`src/rtl/tone_sequencer.sv`:
```
// Melody ROM sequencer: walks note entries at a fixed beat rate and emits a
// square-wave sample per note, under start/pause/stop control.
`timescale 1ns / 1ps

module tone_sequencer #(
    parameter int unsigned ADDR_W      = 10,
    parameter int unsigned BEAT_CYCLES = 12500000,
    parameter int signed   AMPLITUDE   = 10000000,
    parameter int unsigned ROM_LAT     = 2
) (
    input  logic              CLOCK_50,
    input  logic              reset,
    input  logic              start,
    input  logic              pause,
    input  logic              stop,
    input  logic              loop_en,
    output logic [ADDR_W-1:0] rom_addr,
    input  logic [23:0]       rom_q,
    input  logic              audio_out_allowed,
    output logic [31:0]       sample_out,
    output logic              write_audio_out,
    output logic              busy,
    output logic              done
);

    localparam int unsigned BeatW = (BEAT_CYCLES > 1) ? $clog2(BEAT_CYCLES) : 1;
    localparam int unsigned WaitW = (ROM_LAT > 1) ? $clog2(ROM_LAT) : 1;

    localparam logic [BeatW-1:0]  BeatLast = BeatW'(BEAT_CYCLES - 1);
    localparam logic [WaitW-1:0]  WaitLast = WaitW'(ROM_LAT - 1);
    localparam logic [ADDR_W-1:0] AddrLast = '1;
    localparam logic [31:0]       AmpPos   = 32'(AMPLITUDE);
    localparam logic [31:0]       AmpNeg   = 32'(-AMPLITUDE);

    typedef enum logic [2:0] {
        StIdle,
        StFetch,
        StLoad,
        StPlay,
        StPaused,
        StDone
    } state_e;

    state_e            state_q, state_d;
    logic [ADDR_W-1:0] addr_q, addr_d;
    logic [WaitW-1:0]  wait_q, wait_d;
    logic [3:0]        dur_q, dur_d;
    logic [19:0]       hp_q, hp_d;
    logic [BeatW-1:0]  beat_q, beat_d;
    logic [19:0]       tone_q, tone_d;
    logic              phase_q, phase_d;
    logic [31:0]       sample_q, sample_d;
    logic              done_q, done_d;
    logic              end_marker;

    // Next-state, counters and the sample for the next cycle.
    always_comb begin
        state_d    = state_q;
        addr_d     = addr_q;
        wait_d     = wait_q;
        dur_d      = dur_q;
        hp_d       = hp_q;
        beat_d     = beat_q;
        tone_d     = tone_q;
        phase_d    = phase_q;
        sample_d   = '0;
        end_marker = 1'b0;

        if (state_q == StPlay && hp_q != '0) begin
            sample_d = phase_q ? AmpPos : AmpNeg;
        end

        if (stop) begin
            state_d = StIdle;
            addr_d  = '0;
            wait_d  = '0;
            dur_d   = '0;
            hp_d    = '0;
            beat_d  = '0;
            tone_d  = '0;
            phase_d = 1'b0;
        end else begin
            case (state_q)
                StIdle, StDone: begin
                    if (start) begin
                        addr_d  = '0;
                        wait_d  = '0;
                        state_d = StFetch;
                    end
                end
                StFetch: begin
                    if (wait_q == WaitLast) begin
                        wait_d  = '0;
                        state_d = StLoad;
                    end else begin
                        wait_d = wait_q + WaitW'(1);
                    end
                end
                StLoad: begin
                    if (rom_q[23:20] == 4'd0) begin
                        end_marker = 1'b1;
                    end else begin
                        dur_d   = rom_q[23:20];
                        hp_d    = rom_q[19:0];
                        beat_d  = '0;
                        tone_d  = '0;
                        phase_d = 1'b0;
                        state_d = StPlay;
                    end
                end
                StPlay: begin
                    // A start in the same cycle outranks pause and is itself a no-op here.
                    if (pause && !start) begin
                        state_d = StPaused;
                    end else begin
                        if (hp_q != '0) begin
                            if (tone_q == hp_q - 20'd1) begin
                                tone_d  = '0;
                                phase_d = ~phase_q;
                            end else begin
                                tone_d = tone_q + 20'd1;
                            end
                        end else begin
                            phase_d = 1'b0;
                        end
                        if (beat_q == BeatLast) begin
                            beat_d = '0;
                            dur_d  = dur_q - 4'd1;
                            if (dur_q == 4'd1) begin
                                if (addr_q == AddrLast) begin
                                    end_marker = 1'b1;
                                end else begin
                                    addr_d  = addr_q + ADDR_W'(1);
                                    wait_d  = '0;
                                    state_d = StFetch;
                                end
                            end
                        end else begin
                            beat_d = beat_q + BeatW'(1);
                        end
                    end
                end
                StPaused: begin
                    if (start) begin
                        state_d = StPlay;
                    end
                end
                default: state_d = StIdle;
            endcase

            // End of melody: either wrap to the first entry or finish.
            if (end_marker) begin
                if (loop_en) begin
                    addr_d  = '0;
                    wait_d  = '0;
                    state_d = StFetch;
                end else begin
                    state_d = StDone;
                end
            end
        end
    end

    assign done_d = (state_d == StDone) && (state_q != StDone);

    // State and datapath registers with synchronous reset.
    always_ff @(posedge CLOCK_50) begin
        if (reset) begin
            state_q  <= StIdle;
            addr_q   <= '0;
            wait_q   <= '0;
            dur_q    <= '0;
            hp_q     <= '0;
            beat_q   <= '0;
            tone_q   <= '0;
            phase_q  <= 1'b0;
            sample_q <= '0;
            done_q   <= 1'b0;
        end else begin
            state_q  <= state_d;
            addr_q   <= addr_d;
            wait_q   <= wait_d;
            dur_q    <= dur_d;
            hp_q     <= hp_d;
            beat_q   <= beat_d;
            tone_q   <= tone_d;
            phase_q  <= phase_d;
            sample_q <= sample_d;
            done_q   <= done_d;
        end
    end

    assign rom_addr        = addr_q;
    assign sample_out      = sample_q;
    assign write_audio_out = audio_out_allowed;
    assign busy            = (state_q == StFetch) || (state_q == StLoad) ||
                             (state_q == StPlay) || (state_q == StPaused);
    assign done            = done_q;

endmodule
```
`config.mk`:
```
export PLATFORM = sky130hd
export DESIGN_NAME = tone_sequencer
export DESIGN_NICKNAME = d
export VERILOG_FILES = /design/src/rtl/tone_sequencer.sv
export SDC_FILE = /design/constraint.sdc
export NUM_CORES = 1
export LEC_CHECK = 0
export BUFFER_PORTS_ARGS = -buffer_cell sky130_fd_sc_hd__buf_2
export CAP_MARGIN = 30
export CORE_ASPECT_RATIO = 2
export CORE_MARGIN = 1
export CORE_UTILIZATION = 35
export CTS_CLUSTER_SIZE = 8
export DETAILED_ROUTE_END_ITERATION = 8
export GPL_TIMING_DRIVEN = 0
export PLACE_DENSITY_LB_ADDON = 0.2
export SYNTH_ARGS = -nofsm -noshare
export SYNTH_HDL_FRONTEND = slang
export SYNTH_SLANG_ARGS = --single-unit
```
`constraint.sdc`:
```
create_clock -name CLOCK_50 -period 2.5 [get_ports CLOCK_50]
set_clock_uncertainty 0.1 [all_clocks]
set_input_delay 0.25 -clock CLOCK_50 [delete_from_list [all_inputs] [get_ports CLOCK_50]]
set_output_delay 0.25 -clock CLOCK_50 [all_outputs]
set_load 0.03 [all_outputs]
```
======== Word-level counts from Yosys, hierarchy flattened ========
Cells that the tools add are included.
Widths: inputs -> output; s select.
operators by class
  bitwise logic cells ..................... 3
  add/subtract/negate cells ............... 6
  equal/unequal tests ..................... 16
  muxes and demuxes ....................... 55
  reductions and logical operators ........ 19
operator list
  cell                   number
  $mux 20                4
  $mux 24                3
  $mux 10                7
  $pmux 24 s2            1
  $pmux 20 s2            1
  $mux 3                 11
  $mux 32                1
  $add 24x1->24 const B  1
  $eq 24x24->1 const B   1
  $add 20x1->20 const B  1
  $eq 20x20->1           1
  $pmux 10 s2            1
  $reduce_bool 20->1     1
  $sub 20x1->20 const B  1
  $mux 1                 18
  $pmux 3 s5             1
  $mux 4                 3
  $reduce_and 4->1       3
  $add 10x1->10 const B  1
  $eq 10x10->1 const B   1
  $eq 3x3->1 const B     3
  $ne 2x2->1 const B     4
  $pmux 4 s2             1
  $eq 3x2->1 const B     2
  other kinds (17)       27
storage, ports and cells
  word-level logic and storage cells ...... 109
  output and inout bits ................... 45
  flip-flop bits (word level) ............. 116

======== Logic depth before layout (Yosys ltp) ========
Gate-level depths: netlist of the first run.
  depth in word-level cells ............... 11
  gate-level depth with buffers ........... 11
  gate-level depth less buffers ........... 10

======== Least setup slack after synthesis of the first run ========
Ideal clock, no wire load.
  path kind ............................... reg-to-reg
  start ................................... register hp_q[7]
  end ..................................... register tone_q[4]
  path buffers ............................ 2
  cell stages (with the launch flop) ...... 11
  setup slack ............................. -242 ps
  clock period less this slack ............ 2742 ps
  required time ........................... 2280 ps
  setup time .............................. 120 ps
  data arrival time ....................... 2523 ps
  cells stage by stage .................... dfxtp_1 -> buf_6 -> or3_1 -> or4_1 -> a211o_1 -> a211oi_2 -> nand4_1 -> o21ai_4 -> buf_6 -> nor2_1 -> a211o_1
on the way
  longest elaborated chain between the ends .. 6
  elaborated cells on any way between the ends .. 9
  those cells by class .................... add/sub (1); eq/ne (2); mux (4); reduce/logical (2)
ends and longest elaborated chain
  what                      RTL line  source
  start: declaration        48        logic [19:0] hp_q, hp_d;
  start signal: assignment  184       hp_q <= hp_d;
  $sub 20x1->20             117       if (tone_q == hp_q - 20'd1) begin
  $eq 20x20->1              117
  $mux 20                   117
  $mux 20                   116       if (hp_q != '0) begin
  $mux 20                   113       if (pause && !start) begin
  $pmux 20 s2               83        case (state_q)
  end signal: assignment    186       tone_q <= tone_d;
  end: declaration          50        logic [19:0] tone_q, tone_d;
Several ways; a longest one is shown, not always the timed one. The select of a mux whose other input is x is not followed.
A chain may end at the register's enable or synchronous reset.

======== Worst setup path after layout of the first run ========
  start ................................... register hp_q[9]
  end ..................................... register tone_q[13]
Same word-level chain as after synthesis.

==> key figures, run 1 <==
GRT
  • Antenna violations before repair: 0
  • GRT Total Usage: a little under a fifth
  • First-pass GRT wire length: 21900 um
  • Total grt overflow: 0
  • Vias in the first global route: 4557
  • Largest net degree at the start of global routing: 18

Finish
  • N_diodes: 0
  • Nets: 771
  • Final Cell Area: between 0.006 and 0.007 mm2
  • Post-layout util: 46.8%
  • Non-Filler Instances: 928
  • P&R area growth vs syn: 29.7%
  • Fraction of layout cells with a size suffix above 1: 30.7%

Pwr
  • Max VDD drop: roughly 0.32 mV
  • Leakage: 2.86 nW
  • PD cells: 442 mW/mm2
  • Power Total: 2.90 mW

Timing
  • Slew @ Worst Pin: between 700 and 800 ps
  • Slew Limit Fails: 0
  • Final Cycle Share: 116%
  • Final WS setup: -412 ps
  • Min Hold Slack: 22.3 ps
  • Fin crit period: 2910 ps
  • Final setup viols: 36
  • Final hold vios: 0
  • RSZ-0062 raised after global routing: true
  • Relative slew margins: 52.3%
  • Fmax: 0.343 GHz

Worst setup path
  • CP endpoint kind: flip-flop
  • CP dominant cell by count: buf_6
  • Worst path slowest cell: or4_4
  • Slowest stage delay, CP: 480 ps
  • Critical R2R Capture: tone_q[13]$_SDFFE_PP0P_
  • Worst Path Buf+Inv: 3
  • Crit start category: flip-flop
  • Worst Reg-to-Reg Cells: 11
  • Crit path cell chain: or3_4, or4_4, a211o_1, a211oi_2, nand4_1, buf_6, o21ai_4, buf_6, buf_6, o22ai_1, a21o_1
  • Reg2reg start: hp_q[9]$_SDFFE_PP0P_
  • Required @ worst endpoint: between 2000 and 3000 ps
  • WP data arrival: 3050 ps
  • Worst reg2reg setup slack: -410 ps
  • Top delay family on crit path: simple AND/OR/NAND/NOR gates
  • Setup Crit Path Kind: reg2reg
  • Critical Path Fanout Max: 7

Detailed routing
  • M1 WL: ~5400 um
  • DR vias: 4945
  • Iteration-0 DRC Markers: 311
  • Top sig layer: met4
  • Post-route antenna net violation count: 0
  • DR WL met3: 475 um
  • Initial DRT Pass Iterations: 5
  • Drt total wl: 14200 um
  • DRC viols: 0
  • DR WL/cell: approximately 15 um
  • DR vias/cell: approximately 5.3
  • Routed wl met2: between 7000 and 8000 um

Logic synthesis
  • Synth Register Bits: 87
  • Async SR Flop Fraction: 0%
  • Mean Syn Cell Area: 8.12 um2
  • Top FF cell, synth: dfxtp_1
  • Commonest cells post-synth: dfxtp_1, nor2_1, nand2_1
  • Top cells by area, synth: dfxtp_1, nor2_1, xor2_1, buf_4, nand2_1
  • EDFF count, synth: 0
  • Area leader, netlist: dfxtp_1
  • Sequential-to-total area share from yosys stat: 34.4%
  • Post-synthesis cell type count: 60
  • Post-Syn Area: 0.00507 mm2
  • Count leader, synth: dfxtp_1
  • Yosys warning count: 0
  • Top cell type's share of synthesized area: 34.4%
  • Gate Count Post-Synth: 624

Clock network
  • Clock Path Buffers: 2
  • TritonCTS clock tree: done
  • Clock-pin slew on the worst setup and hold paths: ~70 ps
  • CTS Sinks: 87
  • # H-tree levels: 3
  • Clk Latency, worst-skew pair: 350 ps
  • CTS buffer count: 9
  • Root Buffer: clkbuf_16

Place
  • GP Congestion: 0.887
  • Placed inst area: 0.00569 mm2
  • Port Buffers: 67
  • Placed insts: ~900
  • DPL Wire Length: 9920 um

Floorplan
  • Top Ports: 76
  • Total Die Area: 0.0150 mm2
  • Num rows: 61
  • Core Region: around 0.014 mm2
  • Die X: between 80 and 90 um
  • Die Y-Extent: 172 um
  • Initial Utilization: 36.1%

Hold path
  • Hold Crit Depth: 2
  • Min-Delay Path Class: in2reg
  • Min-Delay Endpoint: done$_SDFF_PP0_
  • Hold Startpoint: loop_en

Status
  • Status: finished with violations
  • Violated checks: setup timing

Job
  • Total of max-cap violations: 0
## metal layers
| layer | global-route usage, % | vias to the layer above |
|---|---|---|
| met3 | 2.72 | 27 |
| met2 | 36.3 | 133 |
| li1 | - | 2410 |
| met5 | 0 | - |
| met1 | 19.3 | 2375 |
| met4 | 7.77 | 0 |
## layout make-up
cell class                 count  area (um2)
sequential                    87        1770
buffer                        54         349
inverter                       7        26.3
timing repair buffer          98         626
fill                        1435        7470
clock inverter                 6        68.8
multi-input combinational    477        3270
tap                          189         236
clock buffer                  10         229
## cell families (layout without fill, tap and decap cells)
kind of cell / Yosys count / after routing / synth area share (%)
AO/OA/AOI/OAI: 109 / 109 / 13.8
XOR/XNOR: 53 / 53 / 9.16
adder cells (fa/ha/maj): 6 / 6 / 1.48
buffers and inverters: 67 / 175 / 7.63
flip-flops: 87 / 87 / 34.4
multiplexers: 22 / 22 / 4.37
other: 1 / 7 / 0.0740
AND/OR/NAND/NOR: 279 / 280 / 29.1
## worst max-delay path by stage
stage                               from                      end  cells past startpoint
detailed placement  hp_q[0]$_SDFFE_PP0P_   tone_q[4]$_SDFFE_PP0P_                     11
finish              hp_q[9]$_SDFFE_PP0P_  tone_q[13]$_SDFFE_PP0P_                     11
CTS                 hp_q[7]$_SDFFE_PP0P_   tone_q[4]$_SDFFE_PP0P_                     11
floorplan           hp_q[7]$_SDFFE_PP0P_   tone_q[4]$_SDFFE_PP0P_                     10
global placement    hp_q[0]$_SDFFE_PP0P_   tone_q[4]$_SDFFE_PP0P_                     11
global route        hp_q[8]$_SDFFE_PP0P_  tone_q[13]$_SDFFE_PP0P_                     11
## stage by stage
step,setup TNS [ps],setup slack [ps]
global placement,-16850,-663
CTS,-6420,-384
floorplan,-1860,-191
detailed placement,-19360,-685
global route,-11650,-511
finish,-6910,-412
## power breakdown
group / total (mW) / internal (mW) / switching (mW)
clock network: 1.39 / 0.783 / 0.604
logic: 0.132 / 0.0510 / 0.0814
registers: 1.38 / 1.38 / 0.00149
total: 2.90 / 2.22 / 0.687
## timing repair
action / CTS / global route
pin swaps: 21 / 30
hold buffers: 1 / 0
endpoints found under the setup margin: 52 / 47
gates resized for setup: 45 / 67
setup buffers: 19 / 8
endpoints found under the hold margin: 1 / 0
gates cloned: 2 / 2
## cell usage in the layout, fill, tap and decap left out, drive strengths merged, types with 18 or more instances in the layout
cell,instances
mux2i,21
o21ai,24
nor3,18
xor2,32
clkbuf,28
a21oi,30
xnor2,21
nand2,58
nor2,78
dfxtp,87
buf,133
nand3,27
## registers in the layout, indices dropped and copies added, names as in the netlist
name	cells
done	1
rom_addr	10
beat_q	24
dur_q	4
hp_q	20
tone_q	20
sample_out	3
wait_q	1
phase_q	1
state_q	3
## worst reg2reg max path, delay by kind of cell, from the launching register on
kind,cells,cell delay (ps)
and+or+nand+nor,3,1020
AOI/OAI and AO/OA,5,870
DFF,1,370
buffers and inverters,3,460
(Power assumes the default switching activity.)
==> inputs of run 2 (changes only) <==
--- a/config.mk
+++ b/config.mk
@@ -14,6 +14,7 @@
 export DETAILED_ROUTE_END_ITERATION = 8
 export GPL_TIMING_DRIVEN = 0
 export PLACE_DENSITY_LB_ADDON = 0.2
+export RECOVER_POWER = 100
 export SYNTH_ARGS = -nofsm -noshare
 export SYNTH_HDL_FRONTEND = slang
 export SYNTH_SLANG_ARGS = --single-unit
==> run 2 against run 1 <==
The run still ends with setup timing left. Flip-flop and latch count stayed put. First-iteration DRC count grew 3.5%. Sequential power about the same. Critical path type unchanged. Critical endpoint unchanged. Largest power group unchanged.
==> key figures, run 2 (synthesized netlist as in run 1, its figures left out) <==
Status
  • Status: finished with violations
  • Violated checks: setup timing

Worst setup path
  • Critical Path Fanout Max: 7
  • Worst Setup SP: hp_q[9]$_SDFFE_PP0P_
  • CP endpoint kind: flip-flop
  • Required @ worst endpoint: 2640 ps
  • Setup Crit Path Kind: reg2reg
  • Reg2reg start: hp_q[9]$_SDFFE_PP0P_
  • Crit start category: flip-flop
  • Worst setup path end: tone_q[13]$_SDFFE_PP0P_
  • Critical R2R Capture: tone_q[13]$_SDFFE_PP0P_
  • Worst Reg-to-Reg Cells: 11
  • WP data arrival: 3050 ps
  • Worst reg2reg setup slack: -410 ps

Finish
  • Non-Filler Instances: around 930
  • Most frequent cells in the layout: dfxtp_1, nor2_1, nand2_1
  • Max reg flops: 24
  • Filler Cells Inserted: 1447
  • Final Cell Area: 0.00653 mm2
  • Reg with most FFs: beat_q
  • N_diodes: 0
  • P&R area growth vs syn: 28.8%
  • Largest regs: beat_q: 24 flops, hp_q: 20 flops, tone_q: 20 flops
  • Nets: 771
  • Fraction of layout cells with a size suffix above 1: a little over a quarter
  • Commonest non-fill, non-tap cell in the layout: dfxtp_1

Detailed routing
  • DR WL/cell: 15.3 um
  • Post-route antenna net violation count: 0
  • DRC viols: 0
  • Iteration-0 DRC Markers: approximately 320
  • DR vias: approximately 5000
  • Initial DRT Pass Iterations: 5
  • DR vias/cell: around 5.4
  • Drt total wl: 14200 um

Timing
  • Slew Limit Fails: 0
  • Final WS setup: -409 ps
  • RSZ-0062 raised after global routing: true
  • Slew @ Worst Pin: 711 ps
  • Fin crit period: between 2000 and 3000 ps
  • Final hold vios: 0
  • Relative slew margins: 52.6%
  • Final setup viols: 43
  • Fmax: 0.344 GHz
  • Final Cycle Share: 116%

Pwr
  • Power Total: 2.91 mW
  • Max VDD drop: approximately 0.32 mV
  • PD cells: 445 mW/mm2
  • Leakage: 2.71 nW

Floorplan
  • Die Y-Extent: 172 um
  • Core Region: 0.0140 mm2
  • Die X: 87.1 um
  • Top Ports: 76
  • Num rows: between 60 and 70
  • Initial Utilization: 36.1%
  • Total Die Area: 0.0150 mm2

GRT
  • GRT met1 Usage: 19.3%
  • Busiest grt layer: met2
  • Largest net degree at the start of global routing: 18
  • Total grt overflow: 0
  • Antenna violations before repair: 0
  • Met2 GRT Util: 36.3%
  • Vias in the first global route: 4557
  • Met3 Use GR: 2.72%
  • GRT Total Usage: 18.6%
  • First-pass GRT wire length: 21900 um

Clock network
  • # H-tree levels: 3
  • Clock Path Buffers: 2
  • CTS buffer count: 9
  • Root Buffer: clkbuf_16
  • Clk Latency, worst-skew pair: 340 ps
  • TritonCTS clock tree: done
  • CTS Sinks: just under 90
  • Clock-pin slew on the worst setup and hold paths: ~70 ps

Place
  • Placed inst area: 0.00569 mm2
  • Port Buffers: 67
  • DPL Wire Length: 9920 um
  • GP Congestion: 0.887
  • Placed insts: 886

Hold path
  • Min-Delay Path Class: in2reg

Job
  • Total of max-cap violations: 0
run 2: cell types whose count changed in the layout (fill, tap and decap cells not counted), sizes merged:
cell | previous run | this run
buf | 133 | 94
clkbuf | 28 | 67
run 2: worst min path at each step:
stage	slack, ps	startpoint	to	cells after the start
floorplan	230	reset	sample_out[30]$_SDFF_PP0_	1
global placement	350	beat_q[13]$_SDFFE_PP0P_	beat_q[13]$_SDFFE_PP0P_	2
detailed placement	360	reset	sample_out[30]$_SDFF_PP0_	2
CTS	20	loop_en	done$_SDFF_PP0_	2
global route	20	loop_en	done$_SDFF_PP0_	2
finish	20	loop_en	done$_SDFF_PP0_	2
run 2: final cells by class:
class / instances / area, um2 / share of cell area (%)
sequential: 87 / 1770 / 27.0
clock inverter: 6 / 68.8 / 1.05
buffer: 54 / 349 / 5.35
clock buffer: 10 / 229 / 3.51
tap: 189 / 236 / 3.62
inverter: 7 / 26.3 / 0.402
multi-input combinational: 477 / 3260 / 50.0
timing repair buffer: 98 / 591 / 9.04
run 2: layer usage:
layer  vias to the layer above  routed length, um
met2                       152               7790
li1                       2412                  -
met5                         -                  0
met3                        39                526
met4                         0                486
met1                      2366               5370
run 2: power by group:
part | internal (mW) | leakage (nW) | switching [mW]
sequential | 1.38 | 0.707 | 0.00140
clock | 0.783 | 0.143 | 0.608
combinational | 0.0505 | 1.86 | 0.0814
run 2: what timing repair did:
| item | CTS | global route |
|---|---|---|
| setup endpoints to repair | 52 | 47 |
| setup buffers | 19 | 8 |
| endpoints found under the hold margin | 1 | 0 |
| resized for setup | 45 | 67 |
| pin swaps | 21 | 30 |
| cloned | 2 | 2 |
| hold buffers | 1 | 0 |
run 2: critical path, cell delays in order (launching register included):
cell,delay [ps]
dfxtp_4,370
or3_4,390
or4_4,480
a211o_1,280
a211oi_2,180
nand4_1,150
buf_6,180
o21ai_4,150
buf_6,170
buf_6,110
o22ai_1,60
a21o_1,190
run 2: stage by stage:
| stage | setup WS, ps | hold WS [ps] | utilization [%] | TNS (ps) |
|---|---|---|---|---|
| floorplan | -191 | 227 | - | -1860 |
| global placement | -663 | 345 | 40.5 | -16850 |
| detailed placement | -685 | 358 | 40.5 | -19360 |
| CTS | -384 | 22.1 | 44.9 | -6420 |
| global route | -511 | 16.8 | 46.5 | -15690 |
| finish | -409 | 22.7 | 46.5 | -8040 |
==> inputs of run 3 (changes only) <==
--- a/config.mk
+++ b/config.mk
@@ -9,12 +9,13 @@
 export CAP_MARGIN = 30
 export CORE_ASPECT_RATIO = 2
 export CORE_MARGIN = 1
-export CORE_UTILIZATION = 35
+export CORE_UTILIZATION = 30
 export CTS_CLUSTER_SIZE = 8
 export DETAILED_ROUTE_END_ITERATION = 8
 export GPL_TIMING_DRIVEN = 0
 export PLACE_DENSITY_LB_ADDON = 0.2
 export RECOVER_POWER = 100
+export SLEW_MARGIN = 20
 export SYNTH_ARGS = -nofsm -noshare
 export SYNTH_HDL_FRONTEND = slang
 export SYNTH_SLANG_ARGS = --single-unit
==> run 3 against run 2 <==
The run still ends with setup timing left. Die area rose by 16%. Global-route usage shrank 2.4 points. Clock-buffer cell count rose by 1. Clock power decreased by 6%. Non-clock buffer count down 2. Via count down 2.7%. Hold slack worse by 11 ps. Fmax up 1.6%. Setup slack better by 46 ps. Critical path depth down 1. Sequential power about the same. Critical endpoint is now tone_q[4]$_SDFFE_PP0P_. Largest power group is now registers.
==> key figures, run 3 (synthesized netlist as in run 1, its figures left out) <==
Worst setup path
  • Required @ worst endpoint: 2640 ps
  • Critical Path Fanout Max: 6
  • Crit start category: flip-flop
  • CP endpoint kind: flip-flop
  • Setup Crit Path Kind: reg2reg
  • WP data arrival: 3010 ps

Clock network
  • TritonCTS clock tree: done
  • CTS buffer count: 9
  • CTS Sinks: 87
  • Clk Latency, worst-skew pair: 350 ps
  • Root Buffer: clkbuf_16
  • # H-tree levels: 3
  • Clock-pin slew on the worst setup and hold paths: approximately 70 ps
  • Clock Path Buffers: 2

GRT
  • First-pass GRT wire length: 22000 um
  • GRT met1 Usage: 16.2%
  • Met2 GRT Util: between 30% and 40%
  • Antenna violations before repair: 0
  • Total grt overflow: 0
  • Met3 Use GR: 2.12%
  • GRT Total Usage: approximately 16%
  • Busiest grt layer: met2
  • Vias in the first global route: 4590
  • Largest net degree at the start of global routing: 18

Timing
  • Slew @ Worst Pin: roughly 770 ps
  • Final hold vios: 0
  • Fmax: 0.349 GHz
  • Relative slew margins: 48.7%
  • Slew Limit Fails: 0
  • RSZ-0062 raised after global routing: true
  • Final WS setup: -362 ps
  • Final setup viols: 21
  • Final Cycle Share: 114%
  • Fin crit period: 2860 ps
  • Min Hold Slack: 11.4 ps

Detailed routing
  • DR vias/cell: 5.14
  • DR WL/cell: 14.9 um
  • DRC viols: 0
  • DR vias: 4833
  • Initial DRT Pass Iterations: 4
  • Post-route antenna net violation count: 0
  • Iteration-0 DRC Markers: 248
  • Drt total wl: 14100 um

Place
  • DPL Wire Length: 10200 um
  • Port Buffers: 67
  • GP Congestion: 0.823
  • Placed insts: 901

Finish
  • Fraction of layout cells with a size suffix above 1: 25.9%
  • Largest regs: beat_q: 24 flops, hp_q: 20 flops, tone_q: 20 flops
  • Max reg flops: 24
  • Most frequent cells in the layout: dfxtp_1, nor2_1, nand2_1
  • Non-Filler Instances: 941
  • Reg with most FFs: beat_q
  • N_diodes: 0
  • Nets: 769
  • Commonest non-fill, non-tap cell in the layout: dfxtp_1
  • P&R area growth vs syn: 26.7%

Pwr
  • Leakage: approximately 2.7 nW
  • Max VDD drop: 0.332 mV
  • PD cells: 440 mW/mm2

Hold path
  • Min-Delay Path Class: in2reg

Floorplan
  • Total Die Area: 0.0175 mm2
  • Top Ports: 76
  • Core Region: around 0.016 mm2
  • Die X: 93.9 um
  • Num rows: 66
  • Die Y-Extent: between 150 and 200 um
  • Initial Utilization: 31.0%

Status
  • Status: finished with violations
  • Violated checks: setup timing

Job
  • Total of max-cap violations: 0
run 3: cell types whose count changed in the layout (fill, tap and decap cells not counted), sizes merged:
cell,delta
buf,-3
clkinvlp,+1
clkinv,-1
clkbuf,+2
bufinv,-1
run 3: power breakdown:
part	internal [mW]	total [mW]	switching (mW)	leakage (nW)
sequential	1.38	1.38	0.00138	0.707
clock	0.710	1.31	0.602	0.133
combinational	0.0490	0.127	0.0783	1.87
run 3: repair_timing:
| item | CTS | global route |
|---|---|---|
| gates cloned | 1 | 1 |
| endpoints found under the hold margin | 2 | 0 |
| pin swaps | 17 | 15 |
| hold buffers | 1 | 0 |
| resized for setup | 35 | 61 |
| setup endpoints to repair | 55 | 69 |
| buffers inserted | 16 | 12 |
run 3: path summary, 6_finish.rpt:
| kind | from | to | slack (ps) | depth (start not counted) |
|---|---|---|---|---|
| min | loop_en | done$_SDFF_PP0_ | 10 | 2 |
| max | hp_q[9]$_SDFFE_PP0P_ | tone_q[4]$_SDFFE_PP0P_ | -360 | 10 |
| max reg2reg | hp_q[9]$_SDFFE_PP0P_ | tone_q[4]$_SDFFE_PP0P_ | -360 | 10 |
| min reg2reg | beat_q[13]$_SDFFE_PP0P_ | beat_q[13]$_SDFFE_PP0P_ | 370 | 2 |
run 3: per-stage QoR:
stage               cell area, um2  power [mW]  setup TNS, ps  utilization, %  setup WS (ps)
floorplan                     5120        1.49          -1860               -           -191
global placement              5710        1.54         -17780            34.9           -695
detailed placement            5710        1.54         -20270            34.9           -734
CTS                           6240        2.85          -6060            38.1           -375
global route                  6420        2.92          -7670            39.3           -429
finish                        6420        2.82          -5180            39.3           -362
run 3: routing by layer:
metal / part of all wire, % / wire length (um) / up-vias
li1: - / - / 2392
met1: 37 / 5260 / 2301
met2: 56 / 7840 / 113
met3: 3.1 / 442 / 27
met4: 3.7 / 520 / 0
met5: 0 / 0 / -
run 3: final cells by class:
cell class | instances | area, um2
clock buffer | 11 | 243
fill | 1729 | 9930
clock inverter | 5 | 41.3
multi-input combinational | 477 | 3200
inverter | 7 | 26.3
tap | 204 | 255
timing repair buffer | 97 | 538
buffer | 53 | 352
sequential | 87 | 1760
run 3: worst max-delay path, stage by stage (launching register included):
cell and delay, ps:
dfxtp_4 350, or3_4 380, or4_1 470, a211o_1 290, a211oi_2 200, nand4_1 130, buf_6 180, o21ai_4 220
buf_6 140, nor3_2 30, a211o_1 270
